[src/rtl/vga_timing_gen.sv]
// VGA timing front end: pixel-rate divider, vgaclk, h/v counters and registered
// sync/blank decode, all on the single board clock.
module vga_timing_gen #(
   parameter int unsigned H_ACTIVE = 640,
   parameter int unsigned H_FP     = 16,
   parameter int unsigned H_SYNC   = 96,
   parameter int unsigned H_BP     = 48,
   parameter int unsigned V_ACTIVE = 480,
   parameter int unsigned V_FP     = 10,
   parameter int unsigned V_SYNC   = 2,
   parameter int unsigned V_BP     = 33,
   parameter bit          HS_POL   = 1'b0,
   parameter bit          VS_POL   = 1'b0,
   parameter int unsigned CLK_DIV  = 2
) (
   input  logic       clk_fpga,
   input  logic       reset,
   output logic       vgaclk,
   output logic       pix_en,
   output logic       horiz_sync,
   output logic       vert_sync,
   output logic       vga_sync,
   output logic       vga_blank,
   output logic       active,
   output logic [9:0] x,
   output logic [9:0] y,
   output logic       line_end,
   output logic       frame_end
);

   localparam int unsigned H_TOTAL = H_ACTIVE + H_FP + H_SYNC + H_BP;
   localparam int unsigned V_TOTAL = V_ACTIVE + V_FP + V_SYNC + V_BP;
   localparam int unsigned DW      = (CLK_DIV > 2) ? $clog2(CLK_DIV) : 1;

   localparam logic [DW-1:0] DIV_LAST = DW'(CLK_DIV - 1);
   localparam logic [DW-1:0] DIV_HALF = DW'(CLK_DIV / 2);
   localparam logic [9:0]    H_LAST   = 10'(H_TOTAL - 1);
   localparam logic [9:0]    V_LAST   = 10'(V_TOTAL - 1);

   // 11-bit bounds so a sync window ending exactly at 1024 still compares correctly
   localparam logic [10:0] H_ACT  = 11'(H_ACTIVE);
   localparam logic [10:0] HS_BEG = 11'(H_ACTIVE + H_FP);
   localparam logic [10:0] HS_END = 11'(H_ACTIVE + H_FP + H_SYNC);
   localparam logic [10:0] V_ACT  = 11'(V_ACTIVE);
   localparam logic [10:0] VS_BEG = 11'(V_ACTIVE + V_FP);
   localparam logic [10:0] VS_END = 11'(V_ACTIVE + V_FP + V_SYNC);

   logic [DW-1:0] div_q, div_d;
   logic [9:0]    hcnt_q, hcnt_d;
   logic [9:0]    vcnt_q, vcnt_d;
   logic          vgaclk_q, vgaclk_d;
   logic          active_q, active_d;
   logic          hs_q, hs_d;
   logic          vs_q, vs_d;
   logic [10:0]   hx, vx;

   always_comb begin
      pix_en    = (div_q == DIV_LAST);
      line_end  = pix_en && (hcnt_q == H_LAST);
      frame_end = line_end && (vcnt_q == V_LAST);

      div_d  = pix_en ? '0 : div_q + 1'b1;
      hcnt_d = hcnt_q;
      vcnt_d = vcnt_q;
      if (pix_en) begin
         if (hcnt_q == H_LAST) begin
            hcnt_d = '0;
            vcnt_d = (vcnt_q == V_LAST) ? '0 : vcnt_q + 1'b1;
         end else begin
            hcnt_d = hcnt_q + 1'b1;
         end
      end

      // Decode from next-state counts so the registered flags line up with x/y
      vgaclk_d = (div_d >= DIV_HALF);
      hx       = {1'b0, hcnt_d};
      vx       = {1'b0, vcnt_d};
      active_d = (hx < H_ACT) && (vx < V_ACT);
      hs_d     = ((hx >= HS_BEG) && (hx < HS_END)) ? HS_POL : ~HS_POL;
      vs_d     = ((vx >= VS_BEG) && (vx < VS_END)) ? VS_POL : ~VS_POL;
   end

   always_ff @(posedge clk_fpga) begin
      if (reset) begin
         div_q    <= '0;
         hcnt_q   <= '0;
         vcnt_q   <= '0;
         vgaclk_q <= 1'b0;
         active_q <= 1'b1;
         hs_q     <= ~HS_POL;
         vs_q     <= ~VS_POL;
      end else begin
         div_q    <= div_d;
         hcnt_q   <= hcnt_d;
         vcnt_q   <= vcnt_d;
         vgaclk_q <= vgaclk_d;
         active_q <= active_d;
         hs_q     <= hs_d;
         vs_q     <= vs_d;
      end
   end

   assign vgaclk     = vgaclk_q;
   assign horiz_sync = hs_q;
   assign vert_sync  = vs_q;
   assign vga_sync   = 1'b0;
   assign vga_blank  = active_q;
   assign active     = active_q;
   assign x          = hcnt_q;
   assign y          = vcnt_q;

endmodule
[config.mk]
export PLATFORM = sky130hd
export DESIGN_NAME = vga_timing_gen
export DESIGN_NICKNAME = d
export VERILOG_FILES = /design/src/rtl/vga_timing_gen.sv
export SDC_FILE = /design/constraint.sdc
export NUM_CORES = 1
export LEC_CHECK = 0
export BUFFER_PORTS_ARGS = -buffer_cell sky130_fd_sc_hd__buf_2
export CELL_PAD_IN_SITES_DETAIL_PLACEMENT = 1
export CELL_PAD_IN_SITES_GLOBAL_PLACEMENT = 1
export CORE_ASPECT_RATIO = 0.8
export CORE_UTILIZATION = 25
export CTS_CLUSTER_SIZE = 30
export DETAILED_ROUTE_END_ITERATION = 8
export PLACE_DENSITY = 0.51
export REMOVE_ABC_BUFFERS = 1
export SLEW_MARGIN = 40
export SYNTH_ARGS = -nofsm -noshare
export SYNTH_HDL_FRONTEND = slang
export SYNTH_SLANG_ARGS = --single-unit
export TNS_END_PERCENT = 5
[constraint.sdc]
create_clock -name clk_fpga -period 3.75 [get_ports clk_fpga]
set_clock_uncertainty 0.15 [all_clocks]
set_input_delay 0.375 -clock clk_fpga [delete_from_list [all_inputs] [get_ports clk_fpga]]
set_output_delay 0.375 -clock clk_fpga [all_outputs]
set_load 0.01 [all_outputs]
==> flow_summary.json, run 1 <==
{
  "clock_sinks": 24,
  "grtUsageTotal_pct": 13.8,
  "setup_viol": 0,
  "hpwl_mm": 2.96,
  "met1_length_mm": 2.03,
  "hp-class": "in -> reg",
  "utilization_pct": 30.9,
  "synth.distinct_cells": 44,
  "critPathLaunchType": "flip-flop",
  "antenna_found_initial": 0,
  "routed_wl_mm": 3.86,
  "wl_met3_um": 146,
  "cts_resized": 0,
  "hold_viol_final": 0,
  "clk_pin_slew_ns": 0.09,
  "clockRootBuffer": "clkbuf_8",
  "r2r.worst_path.cells": 7,
  "drc": 0,
  "wl_per_cell_um": 15.6,
  "syn_area_per_cell_sq_um": 8.32,
  "dp_slack_ns": 1.11,
  "arrival_ns": 2.38,
  "grt_pass1_wl_mm": 6.09,
  "final_cell_mix": "buf_2, dfxtp_1, nor2_1, nand2_1, xor2_1",
  "grt_overflow": 0,
  "final_cells": 248,
  "min_period_over_period_pct": 77.5,
  "final.setup.worst_slack_ns": 0.845,
  "synth-edff-count": 0,
  "async_reset_ff_share_pct": 0,
  "antenna_cells": 0,
  "dieArea_sq_mm": 0.00583,
  "clock_latency_ns": 0.27,
  "final_common_cell": "buf_2",
  "syn2layout_area_growth_pct": 15.1,
  "io_buffers": 29,
  "fin_setup_tns_ns": 0,
  "place_area_sq_mm": 0.00154,
  "hold_ws_ns": 0.309,
  "place_inst": 244,
  "worstSetupEndpointType": "output pin",
  "status": "finished clean",
  "htreeDepth": 1,
  "io_pins": 31,
  "drv_slew": 0,
  "power_density_mw_per_mm2": 293,
  "gp_congestion": 0.768,
  "crit_type": "reg -> out",
  "crit_path_start": "x[0]$_SDFF_PP0_",
  "cts_buffer_depth": 2,
  "synth_seq_area_share_pct": 34.8,
  "required_ns": 3.22,
  "numCtsBuffers": 3,
  "ys_seq_elements": 24,
  "vias": 1274,
  "vias_per_cell": 5.14,
  "fin_area_sq_mm": 0.00159,
  "final.min_clock_period_ns": 2.90,
  "grt_start_max_net_pins": 17,
  "r2r-end": "active$_SDFF_PP1_",
  "p_total_mw": 0.466,
  "max-slew-margin-rel_pct": 57.1,
  "ant_nets": 0,
  "netlist_area_sq_mm": 0.00138,
  "drive_gt1_share_pct": 20.4,
  "cts_tree": "done",
  "drv_cap": 0,
  "grt_pass1_vias": 1151,
  "crit_fanout": 11,
  "die_w_um": 85.1,
  "fmax_mhz": 344,
  "top_layer_used": "met4",
  "route.met2.wl_mm": 1.67,
  "core_area_sq_mm": 0.00515,
  "start_util_pct": 26.8,
  "r2r_slack_ns": 1.12,
  "yosysWarnings": 0,
  "cts_setup_buffers": 0,
  "worst_pin_slew_ns": 0.637,
  "r2r_start": "x[0]$_SDFF_PP0_",
  "ys.flop_type": "dfxtp_1",
  "worstSetupEndpoint": "frame_end",
  "ctsHoldBuffers": 0,
  "rsz0062_at_grt": "false",
  "syn_inst": 166,
  "first_iter_violations": 59,
  "rows": 23,
  "fin_nets": 192,
  "irDropWorstVdd_v": 0.0000858,
  "p_leak_nw": 0.594,
  "die_y_um": 68.5,
  "dr.pass1.iters": 4
}
## registers in the layout, indices dropped and copies added (netlist names)
register and cells:
active 1, horiz_sync 1, pix_en 1, vert_sync 1, x 10, y 10
## cell usage after synthesis, types with 2 or more instances
| cell type | number | area [sq um] |
|---|---|---|
| nand4_1 | 9 | 56.3 |
| inv_1 | 4 | 15.0 |
| nor4_1 | 3 | 18.8 |
| o21ai_0 | 3 | 15.0 |
| dfxtp_1 | 24 | 480 |
| o31a_1 | 2 | 17.5 |
| clkbuf_1 | 6 | 22.5 |
| o211ai_1 | 2 | 15.0 |
| nand3_1 | 6 | 30.0 |
| a211oi_1 | 2 | 15.0 |
| xor2_1 | 10 | 87.6 |
| or3_1 | 3 | 18.8 |
| and2_1 | 3 | 18.8 |
| or4b_1 | 2 | 20.0 |
| nand2b_1 | 3 | 18.8 |
| nor3_1 | 8 | 40.0 |
| ha_1 | 3 | 37.5 |
| nand2_1 | 10 | 37.5 |
| buf_4 | 3 | 22.5 |
| a21oi_1 | 5 | 25.0 |
| nor2_1 | 21 | 78.8 |
| xnor2_1 | 5 | 43.8 |
| nand4b_1 | 5 | 43.8 |
| buf_2 | 4 | 20.0 |
## metal layers
metal / vias up / track usage [%]
li1: 633 / -
met4: 0 / 3.18
met1: 615 / 19.8
met3: 2 / 3.26
met2: 24 / 21.0
met5: - / 0
## worst min-delay path by stage
| stage | startpoint | depth (start not counted) | end |
|---|---|---|---|
| finish | reset | 2 | pix_en$_SDFF_PP0_ |
| global route | reset | 2 | x[4]$_SDFF_PP0_ |
| CTS | reset | 2 | pix_en$_SDFF_PP0_ |
| detailed placement | x[1]$_SDFF_PP0_ | 2 | x[1]$_SDFF_PP0_ |
| global placement | x[1]$_SDFF_PP0_ | 2 | x[1]$_SDFF_PP0_ |
| floorplan | reset | 1 | pix_en$_SDFF_PP0_ |
## final cells by class
| class | count | area (sq um) |
|---|---|---|
| Fill cell | 627 | 3560 |
| Timing Repair Buffer | 30 | 153 |
| Inverter | 4 | 15.0 |
| Multi-Input combinational cell | 124 | 810 |
| Sequential cell | 24 | 480 |
| Clock buffer | 4 | 55.1 |
| Tap cell | 62 | 77.6 |
## kinds of logic after synthesis
family | after synthesis | share of synthesized area, %
compound gates | 23 | 11.3
xor+xnor | 15 | 9.51
fa+ha+maj | 3 | 2.72
buf+inv | 18 | 6.61
flops | 24 | 34.8
mux | 2 | 1.54
other cells | 1 | 0.271
simple gates | 80 | 33.2
## power by group
part           leakage [nW]  internal [mW]  total, mW  switching [mW]
registers             0.194          0.258      0.265         0.00741
logic                 0.372        0.00859     0.0217          0.0131
clock network        0.0288         0.0938      0.179          0.0853
total                 0.594          0.360      0.466           0.106
## critical path, cell delays in order (launching register included)
cell and delay, ns:
dfxtp_1 0.43, ha_1 0.30, nand2_1 0.16, nor3_1 0.53
buf_4 0.29, and4_1 0.25, buf_2 0.15
Note: power is estimated with default switching activity, not from simulation.
==> run 2, diff against run 1 <==
--- a/config.mk
+++ b/config.mk
@@ -12,7 +12,7 @@
 export CORE_UTILIZATION = 25
 export CTS_CLUSTER_SIZE = 30
 export DETAILED_ROUTE_END_ITERATION = 8
-export PLACE_DENSITY = 0.51
+export PLACE_DENSITY = 0.53
 export REMOVE_ABC_BUFFERS = 1
 export SLEW_MARGIN = 40
 export SYNTH_ARGS = -nofsm -noshare
==> constraint.sdc (replaced) <==
create_clock -name clk_fpga -period 2.4 [get_ports clk_fpga]
set_clock_uncertainty 0.15 [all_clocks]
set_input_delay 0.24 -clock clk_fpga [delete_from_list [all_inputs] [get_ports clk_fpga]]
set_output_delay 0.24 -clock clk_fpga [all_outputs]
set_load 0.01 [all_outputs]
==> run 2 against run 1 <==
Net effect: non-clock buffer count is 19 higher; sequential cell count unchanged; worst hold slack got worse by 0.14 ns; combinational power grew 130%; clock power is 100% higher; routed wire length is 5.0% higher; sequential power rose by 54%; die area unchanged; register-to-register slack got worse by 0.97 ns; first-iteration DRC count is 5.1% higher; power grew 77%; core utilization rose by 3.5 points; largest cell class unchanged; largest power group unchanged.
==> flow_summary.json, run 2 (synthesis gave the netlist of run 1 again) <==
{
  "cts_buffer_depth": 2,
  "antenna_cells": 0,
  "dr.pass1.iters": 4,
  "syn2layout_area_growth_pct": 28.4,
  "antenna_found_initial": 0,
  "wl_per_cell_um": 15.2,
  "max-slew-margin-rel_pct": 61.9,
  "rows": 23,
  "min_period_over_period_pct": 96.5,
  "power_density_mw_per_mm2": 465,
  "drv_cap": 0,
  "setup_viol": 0,
  "crit_type": "reg -> out",
  "critPathLaunchType": "flip-flop",
  "clock_latency_ns": 0.27,
  "die_w_um": 85.1,
  "grt_start_max_net_pins": 17,
  "crit_path_start": "y[1]$_SDFF_PP0_",
  "irDropWorstVdd_v": 0.000176,
  "utilization_pct": 34.4,
  "hpwl_mm": 3.14,
  "gp_congestion": 0.760,
  "drv_slew": 0,
  "io_buffers": 29,
  "start_util_pct": 26.8,
  "core_area_sq_mm": 0.00515,
  "power_frac_clock_pct": 44.3,
  "clock_sinks": 24,
  "numCtsBuffers": 3,
  "swShare_pct": 21.3,
  "worstSetupEndpoint": "frame_end",
  "min_path_cells": 2,
  "grt_pass1_wl_mm": 6.67,
  "r2r-end": "vert_sync$_SDFF_PP1_",
  "ant_nets": 0,
  "grt_pass1_vias": 1317,
  "first_iter_violations": 62,
  "internal_power_mw": 0.649,
  "fmax_mhz": 432,
  "clk_pin_slew_ns": 0.09,
  "worstSetupEndpointType": "output pin",
  "r2r.worst_path.cells": 7,
  "arrival_ns": 1.93,
  "hp-class": "in -> reg",
  "drive_gt1_share_pct": 30.2,
  "routed_wl_mm": 4.06,
  "vias_per_cell": 4.99,
  "grtUsageTotal_pct": 14.9,
  "worst_pin_slew_ns": 0.566,
  "p_comb_share_pct": 6.1,
  "grt_overflow": 0,
  "required_ns": 2.01,
  "cts_tree": "done",
  "dieArea_sq_mm": 0.00583,
  "final_common_cell": "buf_2",
  "fin_setup_tns_ns": 0,
  "io_pins": 31,
  "p_sw_mw": 0.176,
  "p_leak_nw": 0.703,
  "drc": 0,
  "final_cell_mix": "buf_2, dfxtp_1, nor2_1, buf_4",
  "die_y_um": 68.5,
  "fin_nets": 211,
  "clockRootBuffer": "clkbuf_8",
  "final.min_clock_period_ns": 2.32,
  "cts_setup_buffers": 0,
  "crit_fanout": 6,
  "r2r_start": "y[1]$_SDFF_PP0_",
  "htreeDepth": 1,
  "rsz0062_at_grt": "true",
  "power_frac_seq_pct": 49.5,
  "hold_viol_final": 0,
  "r2r_slack_ns": 0.15,
  "status": "finished clean",
  "vias": 1333
}
==> run 2: cell count changes in the layout (fill, tap and decap cells not counted), sizes merged <==
cell,before,now
clkbuf,4,3
buf,30,49
bufinv,0,1
==> run 2: power by group through the flow <==
stage / clock [mW] / sequential [mW] / combinational, mW
4_1_cts: 0.381 / 0.408 / 0.0495
3_3_place_gp: 0 / 0.417 / 0.0485
2_1_floorplan: 0 / 0.424 / 0.0155
6_report: 0.366 / 0.408 / 0.0505
3_5_place_dp: 0 / 0.418 / 0.0493
5_1_grt: 0.398 / 0.410 / 0.0561
==> run 2: what timing repair did <==
action,in CTS,in global routing
resized for setup,0,5
setup endpoints to repair,0,2
hold buffers,0,0
==> run 2: how the worst min path moves through the flow <==
stage / from / to / slack (ns)
after floorplan: reset / pix_en$_SDFF_PP0_ / 0.16
after global routing: reset / y[3]$_SDFF_PP0_ / 0.18
after global placement: y[7]$_SDFF_PP0_ / y[7]$_SDFF_PP0_ / 0.41
after detailed placement: y[9]$_SDFF_PP0_ / y[9]$_SDFF_PP0_ / 0.42
final: reset / pix_en$_SDFF_PP0_ / 0.17
after CTS: reset / pix_en$_SDFF_PP0_ / 0.17
==> run 2: per-layer routing <==
metal	GRT usage (%)	vias up	routed length [um]
li1	-	663	-
met1	19.9	642	2010
met2	24.7	26	1880
met3	3.38	2	134
met4	3.18	0	27
met5	0	-	0
==> run 2: cell type report <==
type                       instances  area (sq um)
clock buffer                       3          41.3
clock inverter                     1          30.0
tap                               62          77.6
multi-input combinational        124           833
sequential                        24           480
timing repair buffer              49           295
inverter                           4          15.0
fill                             629          3380
==> run 2: stage by stage <==
step / hold slack, ns / area (sq um) / power (mW) / setup slack [ns] / cells
after floorplan: 0.157 / 1310 / 0.440 / -0.409 / 152
after global placement: 0.415 / 1680 / 0.466 / 0.237 / 263
after detailed placement: 0.418 / 1680 / 0.467 / 0.114 / 263
after CTS: 0.173 / 1750 / 0.839 / 0.00346 / 267
after global routing: 0.182 / 1770 / 0.864 / -0.0407 / 267
final: 0.173 / 1770 / 0.824 / 0.0847 / 267
==> run 2: critical path, cell delays in order, from the launching register on <==
cell and delay [ns]:
dfxtp_1 0.37, inv_1 0.09, ha_1 0.14, or4b_1 0.50, nor3_2 0.17, and4_4 0.26
buf_2 0.13
